`src/rtl/lane_tone_scheduler.sv`:
```
// Tone scheduler: arbitrates lane sound requests onto square-wave voices and
// mixes them into one 8-bit sample per PWM period.
module lane_tone_scheduler #(
    parameter int NUM_REQ     = 4,
    parameter int NUM_VOICES  = 2,
    parameter int SAMPLE_DIV  = 256,
    parameter int DUR_SAMPLES = 2048,
    parameter int AMP         = 48,
    parameter int HP_W        = 12
) (
    input  logic                    clk_i,
    input  logic                    reset_i,
    input  logic [NUM_REQ-1:0]      req_i,
    input  logic [NUM_REQ*HP_W-1:0] half_period_i,
    output logic [NUM_REQ-1:0]      req_ack_o,
    output logic [NUM_REQ-1:0]      req_err_o,
    output logic                    voice_steal_o,
    output logic [NUM_VOICES-1:0]   voice_active_o,
    output logic                    sample_tick_o,
    output logic [7:0]              audio_data_o
);

    localparam int CW = (SAMPLE_DIV > 1) ? $clog2(SAMPLE_DIV) : 1;
    localparam int VW = (NUM_VOICES > 1) ? $clog2(NUM_VOICES) : 1;
    localparam int RW = $clog2(DUR_SAMPLES + 1);
    localparam int SW = $clog2(256 + NUM_VOICES * AMP) + 2;
    localparam logic [CW-1:0] CNT_LAST = CW'(SAMPLE_DIV - 1);
    localparam logic [RW-1:0] DUR_LOAD = RW'(DUR_SAMPLES);

    logic [CW-1:0]         cnt_q, cnt_d;
    logic [NUM_VOICES-1:0] active_q, active_d;
    logic [NUM_VOICES-1:0] level_q, level_d;
    logic [HP_W-1:0]       hp_q    [NUM_VOICES];
    logic [HP_W-1:0]       hp_d    [NUM_VOICES];
    logic [HP_W-1:0]       phase_q [NUM_VOICES];
    logic [HP_W-1:0]       phase_d [NUM_VOICES];
    logic [RW-1:0]         rem_q   [NUM_VOICES];
    logic [RW-1:0]         rem_d   [NUM_VOICES];
    logic [7:0]            audio_q, audio_d;

    logic                  tick_s;
    logic                  win_valid_s;
    logic [NUM_REQ-1:0]    win_oh_s;
    logic [HP_W-1:0]       hp_win_s;
    logic                  accept_s;
    logic                  reject_s;
    logic                  free_found_s;
    logic [VW-1:0]         free_idx_s;
    logic [VW-1:0]         steal_idx_s;
    logic [RW-1:0]         min_rem_s;
    logic [VW-1:0]         alloc_idx_s;
    logic [NUM_VOICES-1:0] load_s;
    logic [SW-1:0]         sum_s;
    logic [7:0]            mix_s;

    assign tick_s = (cnt_q == CNT_LAST);

    // Sample-tick divider
    always_comb begin
        if (tick_s) begin
            cnt_d = '0;
        end else begin
            cnt_d = cnt_q + CW'(1);
        end
    end

    // Fixed-priority winner: lowest asserted request; silenced while in reset
    always_comb begin
        win_valid_s = 1'b0;
        win_oh_s    = '0;
        hp_win_s    = '0;
        for (int i = NUM_REQ - 1; i >= 0; i--) begin
            if (req_i[i] && !reset_i) begin
                win_valid_s = 1'b1;
                win_oh_s    = NUM_REQ'(1) << i;
                hp_win_s    = half_period_i[i*HP_W +: HP_W];
            end else begin
                win_valid_s = win_valid_s;
            end
        end
        accept_s = win_valid_s && (hp_win_s != '0);
        reject_s = win_valid_s && (hp_win_s == '0);
    end

    // Voice choice: first idle voice, otherwise the one closest to finishing
    always_comb begin
        free_found_s = 1'b0;
        free_idx_s   = '0;
        for (int v = NUM_VOICES - 1; v >= 0; v--) begin
            if (!active_q[v]) begin
                free_found_s = 1'b1;
                free_idx_s   = VW'(v);
            end else begin
                free_found_s = free_found_s;
            end
        end
        steal_idx_s = '0;
        min_rem_s   = rem_q[0];
        for (int v = 1; v < NUM_VOICES; v++) begin
            if (rem_q[v] < min_rem_s) begin
                steal_idx_s = VW'(v);
                min_rem_s   = rem_q[v];
            end else begin
                min_rem_s = min_rem_s;
            end
        end
        if (free_found_s) begin
            alloc_idx_s = free_idx_s;
        end else begin
            alloc_idx_s = steal_idx_s;
        end
        if (accept_s) begin
            load_s = NUM_VOICES'(1) << alloc_idx_s;
        end else begin
            load_s = '0;
        end
    end

    // Voice next state: a load always wins over the tick update
    always_comb begin
        active_d = active_q;
        level_d  = level_q;
        for (int v = 0; v < NUM_VOICES; v++) begin
            hp_d[v]    = hp_q[v];
            phase_d[v] = phase_q[v];
            rem_d[v]   = rem_q[v];
            if (load_s[v]) begin
                active_d[v] = 1'b1;
                level_d[v]  = 1'b1;
                hp_d[v]     = hp_win_s;
                phase_d[v]  = '0;
                rem_d[v]    = DUR_LOAD;
            end else if (tick_s && active_q[v]) begin
                if (phase_q[v] >= hp_q[v] - HP_W'(1)) begin
                    phase_d[v] = '0;
                    level_d[v] = ~level_q[v];
                end else begin
                    phase_d[v] = phase_q[v] + HP_W'(1);
                end
                rem_d[v] = rem_q[v] - RW'(1);
                if (rem_q[v] == RW'(1)) begin
                    active_d[v] = 1'b0;
                end else begin
                    active_d[v] = active_q[v];
                end
            end else begin
                active_d[v] = active_q[v];
            end
        end
    end

    // Mixer on pre-edge voice state, clamped to the unsigned 8-bit range
    always_comb begin
        sum_s = SW'(128);
        for (int v = 0; v < NUM_VOICES; v++) begin
            if (active_q[v] && level_q[v]) begin
                sum_s = sum_s + SW'(AMP);
            end else if (active_q[v]) begin
                sum_s = sum_s - SW'(AMP);
            end else begin
                sum_s = sum_s;
            end
        end
        if (sum_s[SW-1]) begin
            mix_s = 8'd0;
        end else if (|sum_s[SW-2:8]) begin
            mix_s = 8'd255;
        end else begin
            mix_s = sum_s[7:0];
        end
        if (tick_s) begin
            audio_d = mix_s;
        end else begin
            audio_d = audio_q;
        end
    end

    // State registers
    always_ff @(posedge clk_i or posedge reset_i) begin
        if (reset_i) begin
            cnt_q    <= '0;
            active_q <= '0;
            level_q  <= '0;
            audio_q  <= 8'd128;
            for (int v = 0; v < NUM_VOICES; v++) begin
                hp_q[v]    <= '0;
                phase_q[v] <= '0;
                rem_q[v]   <= '0;
            end
        end else begin
            cnt_q    <= cnt_d;
            active_q <= active_d;
            level_q  <= level_d;
            audio_q  <= audio_d;
            for (int v = 0; v < NUM_VOICES; v++) begin
                hp_q[v]    <= hp_d[v];
                phase_q[v] <= phase_d[v];
                rem_q[v]   <= rem_d[v];
            end
        end
    end

    assign req_ack_o      = win_oh_s;
    assign req_err_o      = reject_s ? win_oh_s : '0;
    assign voice_steal_o  = accept_s && !free_found_s;
    assign voice_active_o = active_q;
    assign sample_tick_o  = tick_s;
    assign audio_data_o   = audio_q;

endmodule

```
`config.mk`:
```
export PLATFORM = sky130hd
export DESIGN_NAME = lane_tone_scheduler
export DESIGN_NICKNAME = d
export VERILOG_FILES = /design/src/rtl/lane_tone_scheduler.sv
export SDC_FILE = /design/constraint.sdc
export NUM_CORES = 1
export LEC_CHECK = 0
export ABC_AREA = 1
export CORE_UTILIZATION = 51
export DETAILED_ROUTE_END_ITERATION = 12
export PLACE_DENSITY = 0.8
export SETUP_SLACK_MARGIN = 0.2
export SLEW_MARGIN = 30
export SYNTH_ARGS = -nofsm -noshare
export SYNTH_HDL_FRONTEND = slang
export SYNTH_SLANG_ARGS = --single-unit
```
`constraint.sdc`:
```
create_clock -name clk_i -period 2.7 [get_ports clk_i]
set_input_delay 0.54 -clock clk_i [delete_from_list [all_inputs] [get_ports clk_i]]
set_output_delay 0.54 -clock clk_i [all_outputs]
set_load 0.05 [all_outputs]
```
==> out/summary.md, run 1 <==
- **outcome** finished, violations left
- **violated checks** design-rule violations, negative setup slack
- **number of buffers between clock root and the deepest sink** 2
- **cell chosen for the clock root** sky130_fd_sc_hd__clkbuf_16
- **met3 track demand over resource in global routing** 4.79%
- **syn avg cell area** 7.60 sq um
- **Initial Util** 53.1%
- **area occupied by multi-input gates** 0.00394 sq mm
- **Worst Hold Path EP** cnt_q[0]
- **overall track demand over capacity in global routing** 29.1%
- **proportion of layout cells with a drive suffix above 1** 25.9%
- **initial antenna violation count** 0
- **final hold vios** 0
- **worst hold path class** reg2reg
- **xor/xnor cell area share of the yosys netlist** 8.67%
- **crit path capture type** register
- **met2 Track Usage GR** 50.4%
- **category of the critical setup timing path** reg2reg
- **number of remaining DRC errors** 1
- **count of max-cap constraint violations** 0
- **top achievable clock speed** 0.347 GHz
- **router iterations before antenna repair** 10
- **DIE WIDTH** 112 um
- **sequential fraction of the synthesis area** 36.2%
- **mux share of post-synthesis cell area** 0%
- **area used by sequential logic in the layout** 0.00223 sq mm
- **vias in the first global route** 6174
- **combinational cell fraction of total power** 20.6%
- **chain of cells forming the critical path** nor2_2, nand4_1, nor3_2, nand3_2, buf_4, xor2_1, ha_1, a21oi_1, o21a_1, nand2_1, a211oi_2, buf_4, nand4_1, nand2_1
- **share of the synthesized area in the top cell type** 35.7%
- **net switching fraction of the power** 28.2%
- **adder-cell share of the synthesized area** 9.34%
- **largest family of logic cells by synthesized area** simple AND/OR/NAND/NOR gates
- **count of different cell masters after synthesis** 39
- **nets in the synthesized netlist** 911
- **sort of element at the start of the critical path** register
- **Register-to-Register Setup Slack** -180 ps
- **headroom to the max-slew limit** 43.0%
- **simple-gate area share of the yosys netlist** 30.0%
- **Synth Instances** 811
- **Routability Congestion** 0.863
- **number of nets with antenna violations after routing** 0
- **synthesis-to-layout area growth** 42.7%
- **number of clock buffers inserted by TritonCTS** 9
- **CTS tree** built
- **number of vias per cell** 5.82
- **proportion of power drawn by flip-flops and latches** 42.3%
- **maximum number of pins on one net before global-route repair** 68
- **number of levels in the clock H-tree** 3
- **number of top-level design ports** 74
- **Yosys warning count** 0
- **number of cells traversed by the worst register-to-register path** 14
- **cells taking the most area after synthesis** sky130_fd_sc_hd__dfrtp_1, sky130_fd_sc_hd__nand2_1, sky130_fd_sc_hd__ha_1, sky130_fd_sc_hd__xor2_1, sky130_fd_sc_hd__nor2_1
- **min cycle time layout** 2880 ps
- **Fin Clk Skew** 12.9 ps
- **clock latency reported for the late side of the worst-skew pair** 360 ps
- **net switching power figure** 919 uW
- **final cell count without fillers** 1128
- **Ant. Diodes** 0
- **Reg2Reg Capture Point** phase_q[19]
- **total half-perimeter wirelength after legalization and detailed placement** 11.5 mm
- **clock-pin slew on the worst setup and hold paths** 70 ps
- **global-route wire length before repair** 28.8 mm
- **data arrival time at the worst-slack endpoint** 3180 ps
- **Layout fillers** 718
- **final std cell area, no fill** 0.00880 sq mm
- **compound-cell area share of the yosys netlist** 7.35%
- **post-detailed-placement cell area** 0.00769 sq mm
- **peak fanout along the critical path** 7
- **total global routing overflow** 0
- **number of instances on the worst hold path** 1
- **library cell with the largest summed area after synthesis** sky130_fd_sc_hd__dfrtp_1
- **floorplan core area** 0.0116 sq mm
- **slew at the pin with the worst max-slew slack** 855 ps
- **internal power summed over all cells** 2340 uW
- **die area** 0.0125 sq mm
- **floorplan row count** 39
- **clk sink count** 89
- **height of the die** 112 um
- **met1 usage** 33.7%
- **critical path data required time** 3000 ps
- **Placed Cells incl. Taps** 1063
- **vias after detailed routing** 6563
- **Yosys reg bits** 89
- **final cycle utilization of the critical path** 107%
- **I/O Buffers** 73
- **wire length reported by the detailed router** 20.2 mm
- **Clock power frac** 37.1%
- **GR peak layer** met2
- **Worst Hold Launch** cnt_q[0]
- **number of failing setup endpoints in the final timing report** 24
- **peak supply drop** 0.000244 V
- **Leakage Power** 0.00440 uW
- **r2r startpoint** hp_q[14]
- **starting DRC count in detailed routing** 532
- **cell at the slowest stage of the critical path** sky130_fd_sc_hd__dfrtp_1
- **RSZ-0062 raised after global routing** yes
- **CP max stage delay** 400 ps
- **number of nets in the layout** 1080
- **summed instance area of the synthesized netlist** 0.00616 sq mm
- **setup ws final** -183 ps
- **final number of max-transition violations** 0
- **total power divided by cell area** 370 mW/mm^2
- **post-DR wirelength/cell** 17.9 um
[stage by stage]
stage / total power, uW / hold WS, ps / setup slack (ps) / utilization, % / setup TNS (ps)
final: 3260 / 458 / -183 / 75.7 / -2710
after detailed placement: 1880 / 455 / -527 / 66.2 / -17610
after global routing: 3370 / 490 / -371 / 75.7 / -7580
after CTS: 3170 / 464 / -31.9 / 73.2 / -68.3
after global placement: 1880 / 450 / -512 / 66.2 / -14980
after floorplan: 1650 / 433 / -396 / - / -1210
[state kept, by name, indices dropped and copies added, names as in the netlist]
name	count
hp_q	24
cnt_q	8
level_q	2
voice_active_o	2
audio_data_o	5
phase_q	24
rem_q	24
[power groups by stage]
stage                     clock network (uW)  registers, uW  logic, uW
after CTS                               1210           1380        581
after floorplan                            0           1400        255
after global routing                    1270           1380        715
final                                   1210           1380        669
after detailed placement                   0           1400        483
after global placement                     0           1400        476
[cell type report]
type,instances,share of cell area [%]
sequential,89,25.3
tap,143,2.03
inverter,92,4.28
clock inverter,5,0.441
timing repair buffer,179,20.3
timing repair inverter,1,0.0996
multi-input combinational,608,44.8
clock buffer,11,2.76
[kinds of logic (layout without fill, tap and decap cells)]
logic type	count (synthesis)	after routing
buffers and inverters	117	288
flip-flops	89	89
AO/OA/AOI/OAI	86	86
AND/OR/NAND/NOR	412	415
XOR/XNOR	61	61
adder cells (fa/ha/maj)	46	46
[layout by cell type, fill, tap and decap left out, types with 4 or more instances in the layout]
master                            synthesis  layout
sky130_fd_sc_hd__clkdlybuf4s50_1          0      56
sky130_fd_sc_hd__nand3_1                 65      59
sky130_fd_sc_hd__nor2_2                   6      15
sky130_fd_sc_hd__ha_1                    46      42
sky130_fd_sc_hd__dfrtp_1                 88      88
sky130_fd_sc_hd__o21ai_1                 14      15
sky130_fd_sc_hd__inv_2                    6       9
sky130_fd_sc_hd__a21oi_1                 30      22
sky130_fd_sc_hd__nor3_4                   0       4
sky130_fd_sc_hd__nor3_1                  22      14
sky130_fd_sc_hd__nand4_1                 27      27
sky130_fd_sc_hd__inv_4                    0       6
sky130_fd_sc_hd__buf_6                    5      26
sky130_fd_sc_hd__a21oi_2                  1       9
sky130_fd_sc_hd__nand3_2                  1       5
sky130_fd_sc_hd__buf_12                   0      16
sky130_fd_sc_hd__xnor2_1                 11      11
sky130_fd_sc_hd__nor3_2                   0       4
sky130_fd_sc_hd__ha_4                     0       4
sky130_fd_sc_hd__buf_4                   11      75
sky130_fd_sc_hd__xor2_1                  50      50
sky130_fd_sc_hd__nand2_2                  4      17
sky130_fd_sc_hd__nor2_4                   2      14
sky130_fd_sc_hd__nor2_1                  94      76
sky130_fd_sc_hd__o21ai_0                 32      26
sky130_fd_sc_hd__o21ai_2                  0       4
sky130_fd_sc_hd__inv_1                   86      76
sky130_fd_sc_hd__nand2_1                173     154
sky130_fd_sc_hd__nand2_4                  2       5
sky130_fd_sc_hd__clkbuf_16                0       9
[worst max-delay path: cells and delay by family, from the launching register on]
family,cells,cell delay [ps]
buffers and inverters,2,390
and+or+nand+nor,7,940
AOI/OAI and AO/OA,3,610
DFF,1,400
adders and majority gates,1,350
xor gates and xnor gates,1,140
[per-layer routing]
metal / vias to the layer above / share of wire (%)
met4: 0 / 7.8
li1: 2998 / -
met5: - / 0
met2: 359 / 49
met1: 3071 / 37
met3: 135 / 6.2
[repair_timing]
item	4_1_cts	5_1_grt
buffers inserted	29	15
gates resized for setup	103	45
pin swaps	64	48
hold buffers	0	0
setup endpoints to repair	69	34
gates cloned	5	0
[worst max-delay path by stage]
| stage | from | end | slack, ps | cells past startpoint |
|---|---|---|---|---|
| floorplan | reset_i | req_err_o[3] | -400 | 12 |
| global placement | reset_i | req_err_o[3] | -510 | 13 |
| detailed placement | reset_i | req_err_o[3] | -530 | 13 |
| CTS | reset_i | req_err_o[2] | -30 | 15 |
| global route | hp_q[14] | phase_q[19] | -370 | 14 |
| finish | hp_q[14] | phase_q[19] | -180 | 14 |
[cells in the mapped netlist]
library cell,instances
sky130_fd_sc_hd__nand2_1,173
sky130_fd_sc_hd__nor2_1,94
sky130_fd_sc_hd__dfrtp_1,88
sky130_fd_sc_hd__inv_1,86
sky130_fd_sc_hd__nand3_1,65
sky130_fd_sc_hd__xor2_1,50
sky130_fd_sc_hd__ha_1,46
sky130_fd_sc_hd__o21ai_0,32
sky130_fd_sc_hd__a21oi_1,30
sky130_fd_sc_hd__nand4_1,27
sky130_fd_sc_hd__nor3_1,22
sky130_fd_sc_hd__o21ai_1,14
sky130_fd_sc_hd__buf_4,11
sky130_fd_sc_hd__xnor2_1,11
sky130_fd_sc_hd__inv_2,6
sky130_fd_sc_hd__nor2_2,6
sky130_fd_sc_hd__buf_6,5
sky130_fd_sc_hd__clkbuf_1,5
sky130_fd_sc_hd__nor4_1,5
sky130_fd_sc_hd__buf_2,4
sky130_fd_sc_hd__nand2_2,4
sky130_fd_sc_hd__or2_2,3
sky130_fd_sc_hd__a31oi_1,2
sky130_fd_sc_hd__nand2_4,2
sky130_fd_sc_hd__nand3b_1,2
sky130_fd_sc_hd__nor2_4,2
sky130_fd_sc_hd__nor3b_1,2
sky130_fd_sc_hd__o211ai_1,2
sky130_fd_sc_hd__o21a_1,2
sky130_fd_sc_hd__a211oi_1,1
sky130_fd_sc_hd__a21o_1,1
sky130_fd_sc_hd__a21oi_2,1
sky130_fd_sc_hd__dfstp_2,1
sky130_fd_sc_hd__nand3_2,1
sky130_fd_sc_hd__nand3_4,1
sky130_fd_sc_hd__nor4_2,1
sky130_fd_sc_hd__o22ai_1,1
sky130_fd_sc_hd__or3_1,1
sky130_fd_sc_hd__or3b_2,1
Power figures use the tool's default switching activity.
==> run 2, diff against run 1 <==
CORE_UTILIZATION = 53   (was 51)
CTS_BUF_LIST = sky130_fd_sc_hd__clkbuf_8   (was default)
PLACE_DENSITY = 0.82   (was 0.8)
==> run 2 against run 1 <==
  * Combinational power fell by 11%
  * First-iteration DRC count fell by 36%
  * Largest cell class unchanged
  * Design area fell by 2.7%
  * Worst hold slack got worse by 11 ps
  * The run ends with negative setup slack left
  * Count of clock-buffer cells in the layout fell by 1
  * Highest routed layer unchanged
==> out/summary.md, run 2 (synthesized netlist as in run 1, its figures left out) <==
- **outcome** finished, violations left
- **violated checks** negative setup slack
- **most common cell after layout, fill and taps aside** sky130_fd_sc_hd__nand2_1
- **core occupancy in the finished layout** 75.3%, -0.43 points
- **post-DR wirelength/cell** 15.7 um, -12%
- **category of the critical setup timing path** in2out
- **router iterations before antenna repair** 5, -5
- **final hold slack** 447 ps, -11.2 ps
- **peak supply drop** 0.000257 V, +5.6%
- **global-route wire length before repair** 27.0 mm, -6.3%
- **clock latency reported for the late side of the worst-skew pair** 380 ps, +20 ps
- **DP Worst Slack** -577 ps, -49.6 ps
- **final cycle utilization of the critical path** 106%, -0.68 points
- **peak fanout along the critical path** 4, -3
- **total half-perimeter wirelength after legalization and detailed placement** 11.4 mm, -0.91%
- **critical path data required time** 2160 ps, -840 ps
- **crit path capture type** primary output
- **leading cell types in the layout, fill and taps excluded** sky130_fd_sc_hd__nand2_1, sky130_fd_sc_hd__dfrtp_1, sky130_fd_sc_hd__buf_4, sky130_fd_sc_hd__inv_1, sky130_fd_sc_hd__nor2_1
- **headroom to the max-slew limit** 55.5%, +12 points
- **die area** 0.0121 sq mm, -3.7%
- **total power divided by cell area** 337 mW/mm^2, -8.9%
- **RSZ-0062 raised after global routing** yes
- **clk sink count** 89, unchanged
- **count of max-cap constraint violations** 0, unchanged
- **min cycle time layout** 2860 ps, -18.3 ps
- **vias after detailed routing** 6191, -5.7%
- **proportion of layout cells with a drive suffix above 1** 24.1%, -1.8 points
- **overall track demand over capacity in global routing** 29.0%, -0.13 points
- **wire length reported by the detailed router** 17.6 mm, -13%
- **data arrival time at the worst-slack endpoint** 2320 ps, -860 ps
- **starting DRC count in detailed routing** 342, -36%
- **number of clock buffers inserted by TritonCTS** 9, unchanged
- **DIE WIDTH** 110 um, -1.9%
- **Fin Clk Skew** 14.7 ps, +1.87 ps
- **number of top-level design ports** 74, unchanged
- **Layout fillers** 733, +2.1%
- **initial antenna violation count** 0, unchanged
- **Initial Util** 54.2%, +1.1 points
- **clock-pin slew on the worst setup and hold paths** 100 ps, +30 ps
- **final number of max-transition violations** 0, unchanged
- **synthesis-to-layout area growth** 38.9%
- **top achievable clock speed** 0.349 GHz, +0.64%
- **Ant. Diodes** 0, unchanged
- **worst hold path class** in2async
- **Reg2Reg Capture Point** level_q[1]
- **Largest regs** hp_q x24, phase_q x24, rem_q x24
- **number of nets with antenna violations after routing** 0, unchanged
- **final hold vios** 0, unchanged
- **number of cells traversed by the worst register-to-register path** 17, +3
- **number of nets in the layout** 1074, -0.56%
- **cell chosen for the clock root** sky130_fd_sc_hd__clkbuf_8
- **floorplan row count** 39, unchanged
- **I/O Buffers** 73, unchanged
- **height of the die** 110 um, -1.9%
- **number of failing setup endpoints in the final timing report** 23, -4.2%
- **vias in the first global route** 5816, -5.8%
- **Routability Congestion** 0.874, +1.3%
- **CTS tree** built
- **sort of element at the start of the critical path** primary input
- **floorplan core area** 0.0114 sq mm, -2.1%
- **slew at the pin with the worst max-slew slack** 667 ps, -187 ps
- **Register-to-Register Setup Slack** -70 ps, +110 ps
- **total global routing overflow** 0, unchanged
- **number of remaining DRC errors** 0, -1
- **number of levels in the clock H-tree** 3, unchanged
- **Leakage Power** 0.00431 uW, -2.1%
- **maximum number of pins on one net before global-route repair** 74, +8.8%
- **r2r startpoint** hp_q[1]
- **setup ws final** -164 ps, +18.3 ps
- **number of buffers between clock root and the deepest sink** 2, unchanged
- **number of hold buffers added after CTS** 0, unchanged
- **number of vias per cell** 5.52, -5.2%
## run 2: changes by cell type in the layout (fill, tap and decap cells not counted), moves of 7 or more
cell / before / now
sky130_fd_sc_hd__buf_4: 75 / 84
sky130_fd_sc_hd__clkbuf_8: 1 / 10
sky130_fd_sc_hd__nand2_1: 154 / 162
sky130_fd_sc_hd__nand2_2: 17 / 10
sky130_fd_sc_hd__buf_6: 26 / 15
sky130_fd_sc_hd__clkbuf_16: 9 / 0
## run 2: how the worst max path moves through the flow
stage | cells after the start | slack [ps] | startpoint | to
finish | 14 | -160 | reset_i | req_err_o[1]
CTS | 16 | -140 | hp_q[1] | phase_q[9]
detailed placement | 13 | -580 | reset_i | req_err_o[3]
global placement | 14 | -510 | reset_i | req_err_o[0]
floorplan | 12 | -400 | reset_i | req_err_o[3]
global route | 17 | -280 | hp_q[1] | level_q[1]
## run 2: area by class of cell
type,instances,area [sq um],area share [%]
Inverter,92,367,4.28
Clock inverter,6,58.8,0.687
Tap cell,143,179,2.09
Multi-Input combinational cell,605,3850,45.0
Timing Repair Buffer,177,1740,20.3
Sequential cell,89,2230,26.0
Clock buffer,10,138,1.61
## run 2: routing by layer
metal | global-route usage [%] | up-vias | wire length (um) | share of wire [%]
met2 | 51.0 | 237 | 9090 | 52
li1 | - | 2967 | - | -
met4 | 12.2 | 0 | 632 | 3.6
met5 | 0 | - | 0 | 0
met3 | 5.63 | 61 | 972 | 5.5
met1 | 34.4 | 2926 | 6910 | 39
## run 2: timing repair
| item | 4_1_cts | 5_1_grt |
|---|---|---|
| buffers inserted | 19 | 17 |
| endpoints found under the setup margin | 52 | 32 |
| pin swaps | 49 | 26 |
| cloned | 1 | 0 |
| resized for setup | 82 | 20 |
## run 2: power breakdown
group | internal [uW] | switching [uW]
clock network | 379 | 537
logic | 296 | 301
registers | 1350 | 23.1
## run 2: critical path, stage by stage
cell,delay (ps)
sky130_fd_sc_hd__buf_6,100
sky130_fd_sc_hd__buf_12,130
sky130_fd_sc_hd__buf_6,110
sky130_fd_sc_hd__nor2_4,160
sky130_fd_sc_hd__nor2_1,80
sky130_fd_sc_hd__nand2_1,110
sky130_fd_sc_hd__nand2_1,80
sky130_fd_sc_hd__nor2_1,180
sky130_fd_sc_hd__nand2_2,90
sky130_fd_sc_hd__nor2_4,120
sky130_fd_sc_hd__nand3_4,140
sky130_fd_sc_hd__buf_4,170
sky130_fd_sc_hd__nor3_4,150
sky130_fd_sc_hd__buf_12,160
## run 2: per-stage QoR
stage | setup TNS, ps | power, uW | instances | cell area [sq um]
after floorplan | -1210 | 1650 | 811 | 6360
after global placement | -10930 | 1890 | 1069 | 7730
after detailed placement | -16340 | 1900 | 1069 | 7730
after CTS | -1190 | 2850 | 1105 | 8360
after global routing | -6730 | 2990 | 1122 | 8560
final | -1280 | 2890 | 1122 | 8560
==> run 3, diff against run 2 <==
CTS_CLUSTER_SIZE = 30   (was default)
==> results of run 3 <==
Same layout as run 2: the final DEF is identical, and so are final timing and power.
==> edit 1 (settings of run 3) <==
Register the input `half_period_i` before use. The logic sees it one clock later. The other inputs are not delayed to match.
--- a/src/rtl/lane_tone_scheduler.sv
+++ b/src/rtl/lane_tone_scheduler.sv
@@ -29,2 +29,8 @@
 
+    logic [NUM_REQ*HP_W-1:0] half_period_q;
+
+    always_ff @(posedge clk_i) begin
+        half_period_q <= half_period_i;
+    end
+
     logic [CW-1:0]         cnt_q, cnt_d;
@@ -75,3 +81,3 @@
                 win_oh_s    = NUM_REQ'(1) << i;
-                hp_win_s    = half_period_i[i*HP_W +: HP_W];
+                hp_win_s    = half_period_q[i*HP_W +: HP_W];
             end else begin
Formal check against the unedited RTL: not equivalent (Yosys sat finds a counterexample within 4 cycles, from zero or initial values and one cycle with reset_i high).
==> edit 1 against run 3 <==
  * The run still ends with setup timing left
  * Sequential cell count up 48
  * Setup slack worse by 0.10 ns
  * Non-clock buffer count up 5
  * Final area up 18%
  * Routed wire length up 15%
  * Sequential share of layout area up 5.5 points
  * Area after synthesis up 18%
Power is not compared: it rests on default switching activity, and its combinational part moved more than twofold at a synthesized area within 25%.
==> edit 1: results <==
[route]
routed_wl_mm = 20.3
drtPass1Iterations = 6

[clock_network]
cts_made_buffers = 17
clkLatencyLatePin_ns = 0.48

[finish]
fill_cells = 859
fin_nets = 1148
drive_gt1_share_pct = 30.6

[global_routing]
grt_pass1_wl_mm = 30.4
grt_pass1_vias = 6688
grt.total_usage_pct = 26.8

[critical_path]
cp.arrival_ns = 3.37
critPathSlowestCell = dfrtp_1
critical-path-max-stage-delay_ns = 0.42
critPathMaxFanout = 8

[run_status]
status = finished, violations left
violations = setup timing

[timing]
setup_ws_ns = -0.267
finalSetupViolations = 31
clock_skew_ns = 0.0163

[place]
pre_cts_ws_ns = -0.459
dpl.hpwl_mm = 12.2

[synthesis]
netlist_top_cells_area = dfrtp_1 (30%), dfxtp_1 (13%), nand2_1 (9.3%)
ys_types = 41
ys_async_sr_fraction_pct = 65.0
synth_nets = 970
synthTopCellsByCount = nand2_1 (181), dfrtp_1 (88), nor2_1 (88), inv_1 (84), nand3_1 (75)
## edit 1: changes by cell type after synthesis, moves of 4 or more
| cell | change |
|---|---|
| dfxtp_1 | +48 |
| nand4_1 | -14 |
| o21ai_2 | +14 |
| o21ai_1 | -12 |
| nand3_1 | +10 |
| nand2_1 | +8 |
| o21ai_0 | +7 |
| nor2_1 | -6 |
| xor2_1 | -5 |
| nand2_2 | -4 |
| nor2_2 | +4 |
## edit 1: routing by layer
metal | GRT usage, % | up-vias | wire [µm]
li1 | - | 3176 | -
met1 | 30.2 | 3202 | 7940
met2 | 47.8 | 238 | 10700
met3 | 6.03 | 69 | 895
met4 | 12.8 | 0 | 766
met5 | 0 | - | 0
## edit 1: metrics by stage
| step | instances | hold slack, ns | cell area [µm²] | utilization, % |
|---|---|---|---|---|
| 2_1_floorplan | 870 | 0.433 | 7480 | - |
| 3_3_place_gp | 1164 | 0.447 | 8940 | 67.0 |
| 3_5_place_dp | 1164 | 0.466 | 8940 | 67.0 |
| 4_1_cts | 1225 | 0.430 | 9760 | 73.1 |
| 5_1_grt | 1237 | 0.482 | 10100 | 75.9 |
| 6_report | 1237 | 0.441 | 10100 | 75.9 |
## edit 1: timing repair
| action | CTS | global route |
|---|---|---|
| cloned | 3 | 0 |
| pin swaps | 53 | 51 |
| resized for setup | 75 | 83 |
| buffers inserted | 26 | 12 |
| hold endpoints to repair | 0 | 0 |
| hold buffers | 0 | 0 |
| endpoints found under the setup margin | 48 | 32 |
## edit 1: final cells by class
cell class	instances	area, µm²	share of cell area [%]
inverter	90	377	3.72
multi-input combinational	620	4190	41.3
clock inverter	15	150	1.48
clock buffer	17	234	2.31
sequential	137	3190	31.5
timing repair buffer	182	1780	17.5
tap	176	220	2.17
## edit 1: power breakdown
part           total [mW]  internal (mW)  switching [mW]
Combinational        3.25           1.48            1.77
Clock                1.67          0.695           0.973
Sequential           2.47           2.25           0.215
## edit 1: logic make-up (layout without fill, tap and decap cells)
kind of cell	Yosys count	in the layout	share of synthesized area [%]
buf+inv	116	304	7.21
simple gates	421	424	27.0
xor+xnor	54	54	6.49
fa+ha+maj	46	46	7.89
compound gates	96	96	7.67
flops	137	137	43.7
## edit 1: path summary, 6_finish.rpt
check / from / end / depth (start not counted)
setup reg to reg: hp_q[1] / phase_q[4] / 16
hold / removal: reset_i / phase_q[11] / 5
min in group clk_i: audio_data_o[7] / audio_data_o[7] / 2
max in group asynchronous: reset_i / hp_q[2] / 5
hold reg to reg: audio_data_o[7] / audio_data_o[7] / 2
setup / recovery: hp_q[1] / phase_q[4] / 16
==> edit 2 (flow settings as in run 3) <==
Without the edit above. Set the parameter `NUM_REQ` to 3 (it was 4).
--- a/src/rtl/lane_tone_scheduler.sv
+++ b/src/rtl/lane_tone_scheduler.sv
@@ -3,3 +3,3 @@
 module lane_tone_scheduler #(
-    parameter int NUM_REQ     = 4,
+    parameter int NUM_REQ     = 3,
     parameter int NUM_VOICES  = 2,
Ports: changed (resized half_period_i, req_ack_o, req_err_o and req_i); port bits go from 74 to 59. No check against the original RTL was run, so the function may have changed too.
==> edit 2 against run 3 <==
  * The run still ends with setup timing left
  * Setup slack got worse by 0.13 ns
  * Area after synthesis decreased by 1.7%
  * Worst hold slack got worse by 0.20 ns
  * Synthesized cell count decreased by 1.2%
  * Final area decreased by 0.56%
  * Via count increased by 4.9%
  * Routed wire length increased by 16%
  * Cell count decreased by 2.5%
  * Sequential cell count unchanged
  * Critical path type is now flip-flop to flip-flop
  * Largest cell class unchanged
  * Highest routed layer unchanged
Power is not compared: it rests on default switching activity, and its combinational part moved more than twofold at a synthesized area within 25%.
==> edit 2: results <==
[finish]
fin_nets = 1036
drive_gt1_share_pct = 27.6
fill_cells = 622
diodes = 0
largestRegisters = hp_q: 24 flops, phase_q: 24 flops, rem_q: 24 flops

[timing]
finalSetupViolations = 25
tns_ns = -3.52
clock_skew_ns = 0.0195
maxSlewHeadroom_pct = 46.6
setup_ws_ns = -0.295

[global_routing]
grt_pass1_vias = 5905
antenna_found_initial = 0
grt_start_max_net_pins = 82
grt_pass1_wl_mm = 27.7
grt.total_usage_pct = 30.7

[synthesis]
synth_nets = 888
netlist_top_cells_area = dfrtp_1 (36%), nand2_1 (11%), ha_1 (9.5%)
yosysSeqAreaShare_pct = 36.8
synth_cells = 801
yosys_warnings = 0
synthTopCellsByCount = nand2_1 (180), nor2_1 (102), dfrtp_1 (88), inv_1 (74), nand3_1 (73)
synth_ff_type = dfrtp_1
ys_types = 39
ys_async_sr_fraction_pct = 100

[route]
avgViaCountPerCell = 5.94
first_iter_violations = 627
vias = 6493
wire_per_inst_um = 18.6
drtPass1Iterations = 6

[critical_path]
critical-path-max-stage-delay_ns = 0.45
cp.arrival_ns = 3.27
crit_type = flip-flop to flip-flop
critPathMaxFanout = 5
reg2reg_from = hp_q[2]
cp_top_family = simple AND/OR/NAND/NOR gates
critPathSlowestCell = dfrtp_2

[run_status]
status = finished, violations left
violations = setup timing

[power_and_ir_drop]
power.leakage_nw = 4.06
irDropWorstVdd_uv = 428

[clock_network]
root_buffer = clkbuf_8
clkLatencyLatePin_ns = 0.40
cts_made_buffers = 9
clk_pin_slew_ns = 0.09
htree_num_levels = 3
clock_path_buffers = 2

[hold_path]
holdCritPathClass = input pin to asynchronous set/reset pin

[place]
gp_congestion = 0.837
dpl.hpwl_mm = 10.6
numPortBuffers = 58
==> edit 2: cell count changes in the layout (fill, tap and decap cells not counted), sizes merged, moves of 6 or more <==
cell	change
o21ai	+6
nand2	+6
clkdlybuf4s50	-12
nand3	+10
nor2	+9
inv	-13
buf	-7
a21oi	-12
nand4	-9
==> edit 2: logic make-up (layout without fill, tap and decap cells) <==
logic type / after synthesis / count (layout) / share of synthesized area [%]
XOR/XNOR: 55 / 55 / 7.95
AO/OA/AOI/OAI: 81 / 81 / 7.04
buffers and inverters: 104 / 256 / 7.44
adder cells (fa/ha/maj): 46 / 46 / 9.50
AND/OR/NAND/NOR: 426 / 427 / 31.3
flip-flops: 89 / 89 / 36.8
==> edit 2: final cells by class <==
type	instances	area share (%)
clock inverter	7	0.735
clock buffer	9	1.45
multi-input combinational	609	47.5
sequential	89	26.2
timing repair buffer	158	18.1
inverter	82	3.92
tap	140	2.06
==> edit 2: path summary, 6_finish.rpt <==
path / end / slack (ns) / depth (start not counted)
max: phase_q[8] / -0.29 / 18
min: phase_q[23] / 0.25 / 4
max reg2reg: phase_q[8] / -0.29 / 18
min reg2reg: cnt_q[0] / 0.48 / 1
max in group asynchronous: phase_q[14] / 1.44 / 5
min in group clk_i: cnt_q[0] / 0.48 / 1
==> edit 2: per-stage QoR <==
stage	cell area, µm²	setup slack [ns]	hold WS (ns)
2_1_floorplan	6200	-0.144	0.389
3_3_place_gp	7370	-0.322	0.448
3_5_place_dp	7380	-0.378	0.472
4_1_cts	8140	0.00591	0.247
5_1_grt	8520	-0.358	0.260
6_report	8520	-0.295	0.251
==> edit 2: repair_timing <==
item,in CTS,in global routing
cloned,3,0
setup endpoints to repair,32,31
buffers inserted,27,16
pin swaps,56,25
gates resized for setup,94,66
==> edit 2: power breakdown <==
part	leakage, nW	total [mW]	internal, mW	switching [mW]
clock	0.104	0.950	0.420	0.530
sequential	1.18	1.71	1.49	0.221
combinational	2.78	3.45	1.46	1.99
==> edit 2: per-layer routing <==
layer,wire [µm],up-vias,track usage [%]
met5,0,-,0
met4,1320,0,16.5
met3,1420,119,6.04
met2,10100,399,52.4
met1,7540,3076,36.2
li1,-,2899,-
==> edit 2: worst reg2reg max path, delay by kind of cell, from the launching register on <==
kind                       cells  cell delay (ns)
DFF                            1             0.45
and+or+nand+nor               11             1.37
AOI/OAI and AO/OA              1             0.07
xor gates and xnor gates       1             0.22
adders and majority gates      1             0.31
buffers and inverters          4             0.47
